`src/rtl/miner_io_wrapper_pkg.sv`:
```
// miner_io_wrapper_pkg: glyph table, display source selects and UART state encodings
package miner_io_wrapper_pkg;
  localparam logic [15:0][7:0] SEG_LUT = {
    8'h8E, 8'h86, 8'hA1, 8'hC6, 8'h83, 8'h88, 8'h90, 8'h80,
    8'hF8, 8'h82, 8'h92, 8'h99, 8'hB0, 8'hA4, 8'hF9, 8'hC0
  };
  localparam logic [2:0] DISP_NONCE   = 3'd0;
  localparam logic [2:0] DISP_TARGET  = 3'd1;
  localparam logic [2:0] DISP_RX_WORD = 3'd2;
  localparam logic [2:0] DISP_RESULT  = 3'd3;
  localparam logic [2:0] DISP_COUNTS  = 3'd4;
  localparam logic [2:0] DISP_STATUS  = 3'd5;
  localparam logic [2:0] DISP_ZERO    = 3'd6;
  typedef enum logic [2:0] {RX_UNARMED, RX_IDLE, RX_START, RX_DATA, RX_STOP} rx_state_e;
  typedef enum logic [1:0] {TX_IDLE, TX_START, TX_DATA, TX_STOP} tx_state_e;
endpackage

```
`src/rtl/miner_io_wrapper_seg_mux.sv`:
```
// seg_mux: scans eight hex digits of a 32-bit value onto active-low anodes and cathodes
module seg_mux
  import miner_io_wrapper_pkg::*;
#(
  parameter int REFRESH_CYCLES = 100000
) (
  input  logic        clk,
  input  logic        rst,
  input  logic [31:0] value_i,
  output logic [7:0]  ca_o,
  output logic [7:0]  an_o
);
  localparam int CW = $clog2(REFRESH_CYCLES + 1);
  localparam logic [CW-1:0] LAST = CW'(REFRESH_CYCLES - 1);
  logic [CW-1:0] cnt_q;
  logic [2:0]    idx_q;
  always_ff @(posedge clk)
    if (rst) begin
      cnt_q <= '0;
      idx_q <= '0;
    end else begin
      cnt_q <= cnt_q == LAST ? '0 : cnt_q + 1'b1;
      idx_q <= cnt_q == LAST ? idx_q + 1'b1 : idx_q;
    end
  assign an_o = ~(8'b1 << idx_q);
  assign ca_o = SEG_LUT[value_i[{idx_q, 2'b00} +: 4]] | 8'h80;
endmodule

```
`src/rtl/miner_io_wrapper_uart_rx.sv`:
```
// uart_rx: 8N1 receiver that arms only after a full idle bit and drops framing errors
module uart_rx
  import miner_io_wrapper_pkg::*;
#(
  parameter int CLKS_PER_BIT = 868
) (
  input  logic       clk,
  input  logic       rst,
  input  logic       rxd_i,
  output logic [7:0] data_o,
  output logic       valid_o
);
  localparam int CW = $clog2(CLKS_PER_BIT + 1);
  localparam logic [CW-1:0] LAST = CW'(CLKS_PER_BIT - 1);
  localparam logic [CW-1:0] MID = CW'((CLKS_PER_BIT - 1) / 2);
  rx_state_e     state_q;
  logic [1:0]    sync_q;
  logic [CW-1:0] cnt_q;
  logic [2:0]    bit_q;
  logic [7:0]    sh_q;
  logic          rxd_s;
  assign rxd_s = sync_q[1];
  always_ff @(posedge clk)
    if (rst) begin
      state_q <= RX_UNARMED;
      sync_q  <= 2'b11;
      cnt_q   <= '0;
      bit_q   <= '0;
      sh_q    <= '0;
      data_o  <= '0;
      valid_o <= 1'b0;
    end else begin
      sync_q  <= {sync_q[0], rxd_i};
      valid_o <= 1'b0;
      case (state_q)
        RX_UNARMED: begin
          cnt_q <= rxd_s ? cnt_q + 1'b1 : '0;
          if (rxd_s && cnt_q == LAST) begin
            state_q <= RX_IDLE;
            cnt_q   <= '0;
          end
        end
        RX_IDLE: if (!rxd_s) begin
          state_q <= RX_START;
          cnt_q   <= '0;
        end
        RX_START: begin
          cnt_q <= cnt_q + 1'b1;
          if (cnt_q == MID) begin
            state_q <= rxd_s ? RX_IDLE : RX_DATA;
            cnt_q   <= '0;
            bit_q   <= '0;
          end
        end
        RX_DATA: begin
          cnt_q <= cnt_q + 1'b1;
          if (cnt_q == LAST) begin
            cnt_q <= '0;
            sh_q  <= {rxd_s, sh_q[7:1]};
            bit_q <= bit_q + 1'b1;
            if (bit_q == 3'd7) state_q <= RX_STOP;
          end
        end
        RX_STOP: begin
          cnt_q <= cnt_q + 1'b1;
          if (cnt_q == LAST) begin
            cnt_q   <= '0;
            state_q <= rxd_s ? RX_IDLE : RX_UNARMED;
            valid_o <= rxd_s;
            data_o  <= sh_q;
          end
        end
        default: state_q <= RX_UNARMED;
      endcase
    end
endmodule

```
`src/rtl/miner_io_wrapper_uart_tx.sv`:
```
// uart_tx: sends a 32-bit word as four back-to-back 8N1 bytes, most significant byte first
module uart_tx
  import miner_io_wrapper_pkg::*;
#(
  parameter int CLKS_PER_BIT = 868
) (
  input  logic        clk,
  input  logic        rst,
  input  logic        start_i,
  input  logic [31:0] word_i,
  output logic        txd_o,
  output logic        busy_o,
  output logic        done_o
);
  localparam int CW = $clog2(CLKS_PER_BIT + 1);
  localparam logic [CW-1:0] LAST = CW'(CLKS_PER_BIT - 1);
  tx_state_e     state_q;
  logic [CW-1:0] cnt_q;
  logic [2:0]    bit_q;
  logic [1:0]    byte_q;
  logic [7:0]    sh_q;
  logic [23:0]   rest_q;
  assign busy_o = state_q != TX_IDLE;
  always_ff @(posedge clk)
    if (rst) begin
      state_q <= TX_IDLE;
      cnt_q   <= '0;
      bit_q   <= '0;
      byte_q  <= '0;
      sh_q    <= '0;
      rest_q  <= '0;
      txd_o   <= 1'b1;
      done_o  <= 1'b0;
    end else begin
      done_o <= 1'b0;
      cnt_q  <= cnt_q + 1'b1;
      case (state_q)
        TX_IDLE: begin
          cnt_q <= '0;
          txd_o <= 1'b1;
          if (start_i) begin
            state_q <= TX_START;
            txd_o   <= 1'b0;
            sh_q    <= word_i[31:24];
            rest_q  <= word_i[23:0];
            byte_q  <= '0;
          end
        end
        TX_START: if (cnt_q == LAST) begin
          cnt_q   <= '0;
          state_q <= TX_DATA;
          bit_q   <= '0;
          txd_o   <= sh_q[0];
          sh_q    <= sh_q >> 1;
        end
        TX_DATA: if (cnt_q == LAST) begin
          cnt_q   <= '0;
          bit_q   <= bit_q + 1'b1;
          txd_o   <= bit_q == 3'd7 ? 1'b1 : sh_q[0];
          sh_q    <= sh_q >> 1;
          state_q <= bit_q == 3'd7 ? TX_STOP : TX_DATA;
        end
        TX_STOP: if (cnt_q == LAST) begin
          cnt_q  <= '0;
          done_o <= 1'b1;
          if (byte_q == 2'd3) state_q <= TX_IDLE;
          else begin
            state_q <= TX_START;
            txd_o   <= 1'b0;
            byte_q  <= byte_q + 1'b1;
            sh_q    <= rest_q[23:16];
            rest_q  <= {rest_q[15:0], 8'h00};
          end
        end
        default: state_q <= TX_IDLE;
      endcase
    end
endmodule

```
`src/rtl/miner_io_wrapper.sv`:
```
// miner_io_wrapper: UART-loaded nonce search with UART result report and hex display
module miner_io_wrapper
  import miner_io_wrapper_pkg::*;
#(
  parameter int CLKS_PER_BIT   = 868,
  parameter int REFRESH_CYCLES = 100000
) (
  input  logic       clk,
  input  logic       reset,
  output logic [7:0] ca,
  output logic [7:0] an,
  output logic       txd,
  input  logic       rxd,
  input  logic [2:0] display_toggle
);
  logic [31:0] nonce_q, target_q, rx_word_q, result_q, rx_word_d, disp;
  logic [7:0]  rx_count_q, tx_count_q, rx_data;
  logic        running_q, found_q, pend_q, rx_valid, tx_busy, tx_done, tx_start;
  assign rx_word_d = {rx_word_q[23:0], rx_data};
  assign tx_start  = pend_q && !tx_busy;
  uart_rx #(.CLKS_PER_BIT(CLKS_PER_BIT)) u_rx (
    .clk(clk), .rst(reset), .rxd_i(rxd), .data_o(rx_data), .valid_o(rx_valid)
  );
  uart_tx #(.CLKS_PER_BIT(CLKS_PER_BIT)) u_tx (
    .clk(clk), .rst(reset), .start_i(tx_start), .word_i(result_q),
    .txd_o(txd), .busy_o(tx_busy), .done_o(tx_done)
  );
  seg_mux #(.REFRESH_CYCLES(REFRESH_CYCLES)) u_seg (
    .clk(clk), .rst(reset), .value_i(disp), .ca_o(ca), .an_o(an)
  );
  always_ff @(posedge clk)
    if (reset) begin
      nonce_q    <= '0;
      target_q   <= '0;
      rx_word_q  <= '0;
      result_q   <= '0;
      rx_count_q <= '0;
      tx_count_q <= '0;
      running_q  <= 1'b0;
      found_q    <= 1'b0;
      pend_q     <= 1'b0;
    end else begin
      if (tx_done) tx_count_q <= tx_count_q + 1'b1;
      if (tx_start) pend_q <= 1'b0;
      if (running_q && nonce_q == target_q) begin
        found_q   <= 1'b1;
        running_q <= 1'b0;
        result_q  <= nonce_q;
        pend_q    <= 1'b1;
      end else if (running_q) nonce_q <= nonce_q + 32'd1;
      if (rx_valid) begin
        rx_word_q  <= rx_word_d;
        rx_count_q <= rx_count_q + 1'b1;
        if (rx_count_q[1:0] == 2'd3) begin
          target_q  <= rx_word_d;
          nonce_q   <= '0;
          found_q   <= 1'b0;
          running_q <= 1'b1;
        end
      end
    end
  always_comb
    disp = display_toggle >= DISP_ZERO    ? 32'h0 :
           display_toggle == DISP_NONCE   ? nonce_q :
           display_toggle == DISP_TARGET  ? target_q :
           display_toggle == DISP_RX_WORD ? rx_word_q :
           display_toggle == DISP_RESULT  ? result_q :
           display_toggle == DISP_COUNTS  ? {16'h0, rx_count_q, tx_count_q} :
           display_toggle == DISP_STATUS  ? {30'h0, found_q, running_q} : 32'h0;
endmodule

```
`config.mk`:
```
export PLATFORM = sky130hd
export DESIGN_NAME = miner_io_wrapper
export DESIGN_NICKNAME = d
export VERILOG_FILES = /design/src/rtl/miner_io_wrapper_pkg.sv /design/src/rtl/miner_io_wrapper_seg_mux.sv /design/src/rtl/miner_io_wrapper_uart_rx.sv /design/src/rtl/miner_io_wrapper_uart_tx.sv /design/src/rtl/miner_io_wrapper.sv
export SDC_FILE = /design/constraint.sdc
export NUM_CORES = 1
export LEC_CHECK = 0
export BUFFER_PORTS_ARGS = -buffer_cell sky130_fd_sc_hd__buf_2
export CAP_MARGIN = 10
export CORE_MARGIN = 2
export CORE_UTILIZATION = 45
export CTS_BUF_LIST = sky130_fd_sc_hd__clkbuf_16
export DETAILED_ROUTE_END_ITERATION = 10
export PLACE_DENSITY = 0.66
export SYNTH_ARGS = -nofsm -noshare
export SYNTH_HDL_FRONTEND = slang
export SYNTH_SLANG_ARGS = --single-unit
```
`constraint.sdc`:
```
create_clock -name clk -period 4.8 [get_ports clk]
set_clock_uncertainty 0.15 [all_clocks]
set_input_delay 0.72 -clock clk [delete_from_list [all_inputs] [get_ports clk]]
set_output_delay 0.72 -clock clk [all_outputs]
set_load 0.01 [all_outputs]
```
After elaboration in Yosys (flattened, before gate mapping)
Memories as Yosys holds them, arrays and structs flattened.
Index checks and enable logic that the tools add are counted.
{"block": "classes", "reduce_logical": 30, "shift": 2, "bitwise": 4, "n_mux": 71, "add_sub_neg": 10, "order_cmp": 2, "n_eq_ne": 33}
{"operator": "$mux 32", "count": 9}
{"operator": "$mux 24", "count": 3}
{"operator": "$mux 10", "count": 6}
{"operator": "$pmux 24 s2", "count": 1}
{"operator": "$pmux 10 s4", "count": 1}
{"operator": "$add 32x1->32 const B", "count": 1}
{"operator": "$eq 32x32->1", "count": 1}
{"operator": "$mux 8", "count": 4}
{"operator": "$shiftx 32x6->4", "count": 1}
{"operator": "$mux 3", "count": 10}
{"operator": "$pmux 8 s3", "count": 1}
{"operator": "$add 10x1->10 const B", "count": 2}
{"operator": "$eq 10x10->1 const B", "count": 2}
{"operator": "$pmux 10 s2", "count": 1}
{"operator": "$mux 1", "count": 18}
{"operator": "$mux 2", "count": 9}
{"operator": "$ne 2x1->1 const B", "count": 9}
{"operator": "$add 17x1->17 const B", "count": 1}
{"operator": "$eq 17x17->1 const B", "count": 1}
{"operator": "$add 8x1->8 const B", "count": 2}
{"operator": "$mux 16", "count": 1}
{"operator": "$reduce_and 4->1", "count": 4}
{"operator": "$eq 3x3->1 const B", "count": 5}
{"operator": "$pmux 3 s5", "count": 1}
{"operator": "other kinds (29)", "count": 58}
{"block": "word_totals", "mem_bits_ro": 128, "elab_cells": 179, "ff_bits": 253, "mem_count": 1, "out_inout_bits": 17}
{"name": "(name not given)", "words": 16, "word_bits": 8, "read_ports": 1, "rd_ports_with_merged_regs": 0, "wr": 0, "line_no": "miner_io_wrapper_seg_mux.sv:26", "text": "assign ca_o = SEG_LUT[value_i[{idx_q, 2'b00} +: 4]] | 8'h80;"}

Longest topological paths before layout
Gate-level depths: netlist of the first run.
{"block": "logic_depth", "ltp_word": 11, "mapped_depth": 13, "depth_no_buf": 10}

By module
Synthesis of the first run repeated with hierarchy kept, for this count alone.
{"block": "hier_totals", "cells_unflattened": 1453, "area_unflattened_um2": 13123.8}
{"mod": "miner_io_wrapper", "n_inst": 1, "cells_per_inst": 809, "area_each_um2": 7243.2, "seq_area_each_um2": 2942.8}
{"mod": "uart_tx", "n_inst": 1, "cells_per_inst": 285, "area_each_um2": 2631.3, "seq_area_each_um2": 1021.0}
{"mod": "uart_rx", "n_inst": 1, "cells_per_inst": 198, "area_each_um2": 1721.7, "seq_area_each_um2": 700.7}
{"mod": "seg_mux", "n_inst": 1, "cells_per_inst": 161, "area_each_um2": 1527.7, "seq_area_each_um2": 400.4}

Worst setup path before layout of the first run
OpenSTA, ideal clock, no wires.
{"block": "synth_path", "path_kind": "input to output", "from": "in display_toggle[0]", "to": "out ca[3]", "path_stages": 10, "n_path_buf": 2, "arrival_ns": 2.853, "path_slack_ns": 1.077, "cell_sequence": "buf_6 buf_8 mux2i_1 a221oi_2 a2bb2oi_1 a21oi_1 a311o_1 ha_1 mux2_2 mux2i_1"}
{"block": "synth_via", "elab_chain_cells": 11, "word_cells_on_any_way": 17, "cone_classes": "order compare: 1; eq/ne: 5; shift: 1; mux: 8; reduce/logical: 1; memory: 1"}
{"element": "start, declared", "line_no": "miner_io_wrapper.sv:14", "text": "input logic [2:0] display_toggle"}
{"element": "$eq 3x3->1", "line_no": "miner_io_wrapper.sv:69", "text": "display_toggle == DISP_STATUS ? {30'h0, found_q, running_q} : 32'h0;"}
{"element": "$mux 2", "line_no": "miner_io_wrapper.sv:69"}
{"element": "$mux 16", "line_no": "miner_io_wrapper.sv:68", "text": "display_toggle == DISP_COUNTS ? {16'h0, rx_count_q, tx_count_q} :"}
{"element": "$mux 32", "line_no": "miner_io_wrapper.sv:67", "text": "display_toggle == DISP_RESULT ? result_q :"}
{"element": "$mux 32", "line_no": "miner_io_wrapper.sv:66", "text": "display_toggle == DISP_RX_WORD ? rx_word_q :"}
{"element": "$mux 32", "line_no": "miner_io_wrapper.sv:65", "text": "display_toggle == DISP_TARGET ? target_q :"}
{"element": "$mux 32", "line_no": "miner_io_wrapper.sv:64", "text": "display_toggle == DISP_NONCE ? nonce_q :"}
{"element": "$mux 32 *", "line_no": "miner_io_wrapper.sv:63", "text": "disp = display_toggle >= DISP_ZERO ? 32'h0 :"}
{"element": "$shiftx 32x6->4 *", "line_no": "miner_io_wrapper_seg_mux.sv:26"}
{"element": "$mem_v2 16x8 *"}
{"element": "$mux 7 (implied by the code) *", "line_no": "miner_io_wrapper_seg_mux.sv:26"}
{"element": "end, declared", "line_no": "miner_io_wrapper.sv:10", "text": "output logic [7:0] ca,"}
Mark *: on every way between the ends. The rest lies on a longest branch, timed or not. The select of a mux whose other input is x is not followed.

Final worst setup path of the first run
{"block": "layout_path", "from": "reg u_seg.idx_q[0]", "to": "out ca[3]"}
{"block": "layout_via", "elab_chain_cells": 3}
{"element": "start, declared", "line_no": "miner_io_wrapper_seg_mux.sv:16", "text": "logic [2:0] idx_q;"}
{"element": "start signal, assigned", "line_no": "miner_io_wrapper_seg_mux.sv:23", "text": "idx_q <= cnt_q == LAST ? idx_q + 1'b1 : idx_q;"}
{"element": "$shiftx 32x6->4", "line_no": "miner_io_wrapper_seg_mux.sv:26"}
{"element": "$mem_v2 16x8"}
{"element": "$mux 7 (implied by the code)", "line_no": "miner_io_wrapper_seg_mux.sv:26"}
No other way between the ends. The select of a mux whose other input is x is not followed.

==> results of run 1 <==
-- cells in the mapped netlist, types with 9 or more instances --
library cell,n
nand3_1,38
buf_2,17
xnor2_1,59
nand4_1,35
nor3_1,15
and3_1,15
mux2i_1,133
o21ai_0,30
nand2b_1,12
a22oi_1,12
inv_1,26
ha_1,28
buf_6,10
nor2_1,241
nor3b_1,15
a21oi_1,80
mux4_2,9
mux2_2,12
a211oi_1,21
nand2_1,135
or3_1,10
xor2_1,43
clkbuf_1,58
dfxtp_1,253
-- sequential cells by signal, indices dropped and copies added (netlist names), 3 cells and up --
name          count
u_seg.cnt_q      17
tx_count_q        8
u_rx.bit_q        3
u_rx.sh_q         8
u_tx.bit_q        3
rx_word_q        32
u_seg.idx_q       3
target_q         32
u_rx.state_q      3
result_q         32
u_tx.cnt_q       10
rx_count_q        8
nonce_q          32
u_rx.cnt_q       10
u_rx.data_o       8
u_tx.rest_q      24
u_tx.sh_q         8
-- metrics by stage --
stage / cell area (sq um) / hold slack (ns)
2_1_floorplan: 12670 / 0.2395
3_3_place_gp: 12860 / 0.2498
3_5_place_dp: 12860 / 0.2553
4_1_cts: 13740 / 0.1937
5_1_grt: 13740 / 0.2111
6_report: 13740 / 0.2116
-- how the worst min path moves through the flow --
stage                                           end  slack (ns)  depth (start not counted)
after CTS                 u_rx.sync_q[0]$_SDFF_PP1_        0.19                          2
after global routing      u_rx.sync_q[0]$_SDFF_PP1_        0.21                          2
after floorplan           u_rx.sync_q[1]$_SDFF_PP1_        0.24                          1
after detailed placement  u_rx.sync_q[1]$_SDFF_PP1_        0.26                          1
after global placement    u_rx.sync_q[1]$_SDFF_PP1_        0.25                          1
final                     u_rx.sync_q[0]$_SDFF_PP1_        0.21                          2
-- cells by family (layout without fill, tap and decap cells) --
logic type,after synthesis,count (layout),share of synthesized area
buffers and inverters,129,118,0.05292
adders and majority gates,29,29,0.02843
other,1,1,0.0002959
AOI/OAI and AO/OA,209,209,0.1062
and+or+nand+nor,564,564,0.2094
xor gates and xnor gates,102,102,0.07049
DFF,253,253,0.3996
muxes,155,155,0.1326
-- cell type report --
type | count | area (sq um) | area share
Multi-Input combinational cell | 1060 | 6940 | 0.5052
Clock inverter | 22 | 156.4 | 0.01138
Clock buffer | 29 | 725.7 | 0.05282
Tap cell | 378 | 473.0 | 0.03443
Inverter | 28 | 105.1 | 0.007650
Timing Repair Buffer | 39 | 271.5 | 0.01976
Sequential cell | 253 | 5066 | 0.3688
-- metal layers --
| layer | up-vias | part of all wire | track usage | wire (um) |
|---|---|---|---|---|
| met5 | - | 0 | 0 | 0 |
| met4 | 0 | 0.035 | 0.07125 | 1108 |
| met3 | 61 | 0.055 | 0.02968 | 1750 |
| met2 | 277 | 0.45 | 0.3445 | 14260 |
| met1 | 4756 | 0.46 | 0.2988 | 14650 |
| li1 | 4941 | - | - | - |
-- power by group through the flow --
stage | combinational, mW | clock (mW) | sequential, mW
6_report | 0.414 | 2.04 | 2.22
5_1_grt | 0.472 | 2.17 | 2.23
4_1_cts | 0.415 | 2.09 | 2.22
3_5_place_dp | 0.414 | 0 | 2.27
3_3_place_gp | 0.407 | 0 | 2.26
2_1_floorplan | 0.349 | 0 | 2.25
-- worst max-delay path, delay by kind of cell (launching register included) --
kind / cells / cell delay, ns
buffers and inverters: 2 / 0.52
adders and majority gates: 1 / 0.30
AOI/OAI and AO/OA: 2 / 0.42
muxes: 3 / 1.00
DFF: 1 / 0.66
and+or+nand+nor: 1 / 0.20
==> flow_metrics.tcl, run 1 <==
set metrics [dict create \
    power_density_nw_per_um2 340.5 \
    vias 10040 \
    overflow 0 \
    fin_crit_sh 0.9398 \
    max_slew_margin 0.3631 \
    post-route-min-period_ns 4.511 \
    status "finished clean" \
    hold_viol_final 0 \
    setup-violations-final 0 \
    wl_um 31770 \
    grt_usage 0.2152 \
    endpoint "ca[3]" \
    ys_seq_area_frac 0.3996 \
    r2r_start "nonce_q[8]$_SDFF_PP0_" \
    drtIter0Drc 768 \
    cts_resized 0 \
    drive_gt1_frac 0.08805 \
    grt_max_degree 102 \
    rsz0062_at_grt "false" \
    max_stage_delay_ns 0.66 \
    worst-setup-path-type "flip-flop to output port" \
    root_buffer "clkbuf_16" \
    chipHeight_um 171.8 \
    cts_tree "yes" \
    tightest_slew_ns 0.9553 \
    rr_endpoint "nonce_q[15]$_SDFF_PP0_" \
    final_cell_mix "252 x dfxtp_1, 241 x nor2_1, 135 x nand2_1" \
    yosys_warnings 0 \
    cp-end-kind "output port" \
    reg2reg_depth 8 \
    grt_pass1_vias 9166 \
    synth.top_cell.area_share 0.3996 \
    placed_cells 1758 \
    antenna_found_initial 0 \
    tns_ns 0 \
    final_common_cell "dfxtp_1" \
    ir_worst_vdd_mv 0.2774 \
    synthTopCellsByArea "dfxtp_1 40%, mux2i_1 11%, nor2_1 7.1%, xnor2_1 4.1%, nand2_1 4.0%" \
    ant_nets 0 \
    route.detailed.drc 0 \
    async_flop_share 0 \
    die_area_sq_um 29520 \
    maxCapViolations 0 \
    cp-start-kind "flip-flop" \
    htreeDepth 1 \
    clkSlewWorstSetupHoldPaths_ns 0.06 \
    p_sw_frac 0.2492 \
    power_frac_comb 0.089 \
    design.core.area_sq_um 27780 \
    pre_cts_ws_ns 0.4008 \
    postCtsHoldBufs 0 \
    power.leakage_nw 4.946 \
    fill_cells 2646 \
    die_x_um 171.8 \
    gp_congestion 0.9424 \
    synth.cell_area_sq_um 12670 \
    pwr-share-clk 0.437 \
    routedWlPerCell_um 17.56 \
    fin_nets 1444 \
    synth.distinct_cells 84 \
    worstPathMaxFanout 17 \
    syn-mean-instance-area_sq_um 8.789 \
    place_hpwl_um 22280 \
    final_util 0.4945 \
    seq_power_share 0.474 \
    drv_slew 0 \
    power_mw 4.677 \
    cts_buffer_depth 3 \
    area_growth_syn_to_layout_pct 8.402 \
    io_pins 23 \
    cts_setup_buffers 0 \
    fin_cells 1809 \
    synthCells 1442 \
    syn_nets 1476 \
    r2r_setup_slack_ns 1.52 \
    ys.flop_type "dfxtp_1" \
    fmax_mhz 221.7 \
    hold_path.startpoint "rxd" \
    avgViaCountPerCell 5.547 \
    row_count 61 \
    initial_core_util 0.4562 \
    cts_buffers 28 \
    cell_internal_pwr_mw 3.512 \
    diodes 0 \
    worst_slack_ns 0.2891 \
    clock_latency_ns 0.54 \
    io_buffers 21 \
    cp.required_ns 3.93 \
    power_switching_mw 1.165 \
    cp.arrival_ns 3.64 \
    slowest_stage "dfxtp_1" \
    hold_class "input port to flip-flop" \
    crit_chain "buf_4, mux4_2, a211oi_1, o22ai_1, nand4_2, ha_1, mux2_2, mux2i_1, buf_2" \
    first_pass_iters 5 \
    cp-startpoint "u_seg.idx_q[0]$_SDFFE_PP0P_" \
    grt_pass1_wl_um 50390 \
    synth_top_area_cell "dfxtp_1" \
    synth_edf_count 0 \
    ys_ff_latch 253 \
    cts_sinks 253 \
]
(Power assumes the default switching activity.)
==> inputs of run 2 (changes only) <==
--- a/config.mk
+++ b/config.mk
@@ -5,7 +5,7 @@
 export SDC_FILE = /design/constraint.sdc
 export NUM_CORES = 1
 export LEC_CHECK = 0
-export BUFFER_PORTS_ARGS = -buffer_cell sky130_fd_sc_hd__buf_2
+export BUFFER_PORTS_ARGS = -buffer_cell sky130_fd_sc_hd__buf_4
 export CAP_MARGIN = 10
 export CORE_MARGIN = 2
 export CORE_UTILIZATION = 45
==> run 2 against run 1 <==
Against the previous run: die area is the same; register-to-register slack gained 0.36 ns; global-route usage shrank 0.085 points; count of clock-buffer cells in the layout is the same; combinational power is essentially flat; first-iteration DRC count grew 30%; critical path depth grew 2; clock power grew 2%; total power grew 0.93%; critical path type unchanged.
==> flow_metrics.tcl, run 2 (same netlist as run 1, synthesis figures left out) <==
set metrics [dict create \
    drive_gt1_frac 0.08409 \
    overflow 0 \
    grt_pass1_vias 9091 \
    crit_chain "mux4_2, a31oi_1, o211ai_1, a21oi_1, a311o_1, inv_1, ha_1, inv_1, mux2i_1, a22o_1, buf_4" \
    drv_slew 0 \
    avgViaCountPerCell 5.594 \
    area_growth_syn_to_layout_pct 8.609 \
    diodes 0 \
    cts_buffers 28 \
    cp-start-kind "flip-flop" \
    final_common_cell "dfxtp_1" \
    vias 10100 \
    cts_tree "yes" \
    setup-violations-final 0 \
    route.detailed.drc 0 \
    ir_worst_vdd_mv 0.2641 \
    fmax_mhz 224.6 \
    clock_latency_ns 0.55 \
    cp-end-kind "output port" \
    root_buffer "clkbuf_16" \
    postCtsHoldBufs 0 \
    maxCapViolations 0 \
    die_area_sq_um 29520 \
    drtIter0Drc 995 \
    initial_core_util 0.4562 \
    grt_max_degree 99 \
    wl_um 31640 \
    grt_pass1_wl_um 50310 \
    place_hpwl_um 21910 \
    post_dp_cell_area_sq_um 12870 \
    die_x_um 171.8 \
    design_area_sq_um 13760 \
    htreeDepth 1 \
    path_common_cell "inv_1" \
    power_density_nw_per_um2 343.0 \
    cts_buffer_depth 3 \
    io_pins 23 \
    clkSlewWorstSetupHoldPaths_ns 0.06 \
    final_cell_mix "252 x dfxtp_1, 241 x nor2_1, 135 x nand2_1" \
    post-route-min-period_ns 4.452 \
    cp_top_family "compound AO/OA/AOI/OAI gates" \
    worst_slack_ns 0.3480 \
    power.leakage_nw 4.966 \
    rsz0062_at_grt "false" \
    hold_class "input port to flip-flop" \
    chipHeight_um 171.8 \
    max_slew_margin 0.3525 \
    worst_hold_slack_ns 0.2159 \
    first_pass_iters 5 \
    slowest_stage "dfxtp_1" \
    cts_resized 0 \
    routedWlPerCell_um 17.53 \
    worstPathMaxFanout 14 \
    gp_congestion 0.9364 \
    path_buf_inv 3 \
    tns_ns 0 \
    io_buffers 21 \
    ant_nets 0 \
    cp.arrival_ns 3.58 \
    hold_viol_final 0 \
    row_count 61 \
    design.core.area_sq_um 27780 \
    tightest_slew_ns 0.9713 \
    max_stage_delay_ns 0.74 \
    status "finished clean" \
    cts_setup_buffers 0 \
    worst-setup-path-type "flip-flop to output port" \
    fin_crit_sh 0.9275 \
    grt_usage 0.2144 \
    cp.required_ns 3.93 \
    cts_sinks 253 \
    fin_nets 1441 \
    antenna_found_initial 0 \
    pre_cts_ws_ns 0.5439 \
]
## run 2: final cells by class
| type | instances | area, sq um |
|---|---|---|
| Fill cell | 2688 | 14020 |
| Multi-Input combinational cell | 1060 | 6940 |
| Sequential cell | 253 | 5066 |
| Clock buffer | 29 | 725.7 |
| Tap cell | 378 | 473.0 |
| Timing Repair Buffer | 36 | 286.5 |
| Clock inverter | 21 | 167.7 |
| Inverter | 28 | 105.1 |
## run 2: layer usage
layer / part of all wire / vias to the layer above / GRT usage / wire length (um)
met1: 0.45 / 4794 / 0.3009 / 14240
met2: 0.45 / 318 / 0.3368 / 14310
met4: 0.036 / 0 / 0.07855 / 1132
met5: 0 / - / 0 / 0
met3: 0.062 / 74 / 0.02784 / 1950
li1: - / 4911 / - / -
## run 2: worst paths after layout
kind,startpoint,to,slack (ns),cells after the start
max,u_seg.idx_q[0]$_SDFFE_PP0P_,ca[5],0.35,11
min,rxd,u_rx.sync_q[0]$_SDFF_PP1_,0.22,2
max reg2reg,nonce_q[17]$_SDFF_PP0_,nonce_q[27]$_SDFF_PP0_,1.88,8
min reg2reg,u_rx.sync_q[0]$_SDFF_PP1_,u_rx.sync_q[1]$_SDFF_PP1_,0.26,1
## run 2: through the flow
step,util,power (mW),instances
after floorplan,-,2.602,1442
after global placement,0.4633,2.668,1755
after detailed placement,0.4633,2.677,1755
after CTS,0.4955,4.762,1805
after global routing,0.4955,4.899,1805
final,0.4955,4.721,1805
## run 2: report_power, final
part	leakage (nW)	switching (mW)	internal, mW	total [mW]
combinational	2.46	0.269	0.143	0.412
sequential	2.04	0.0433	2.18	2.22
clock	0.464	0.850	1.24	2.09
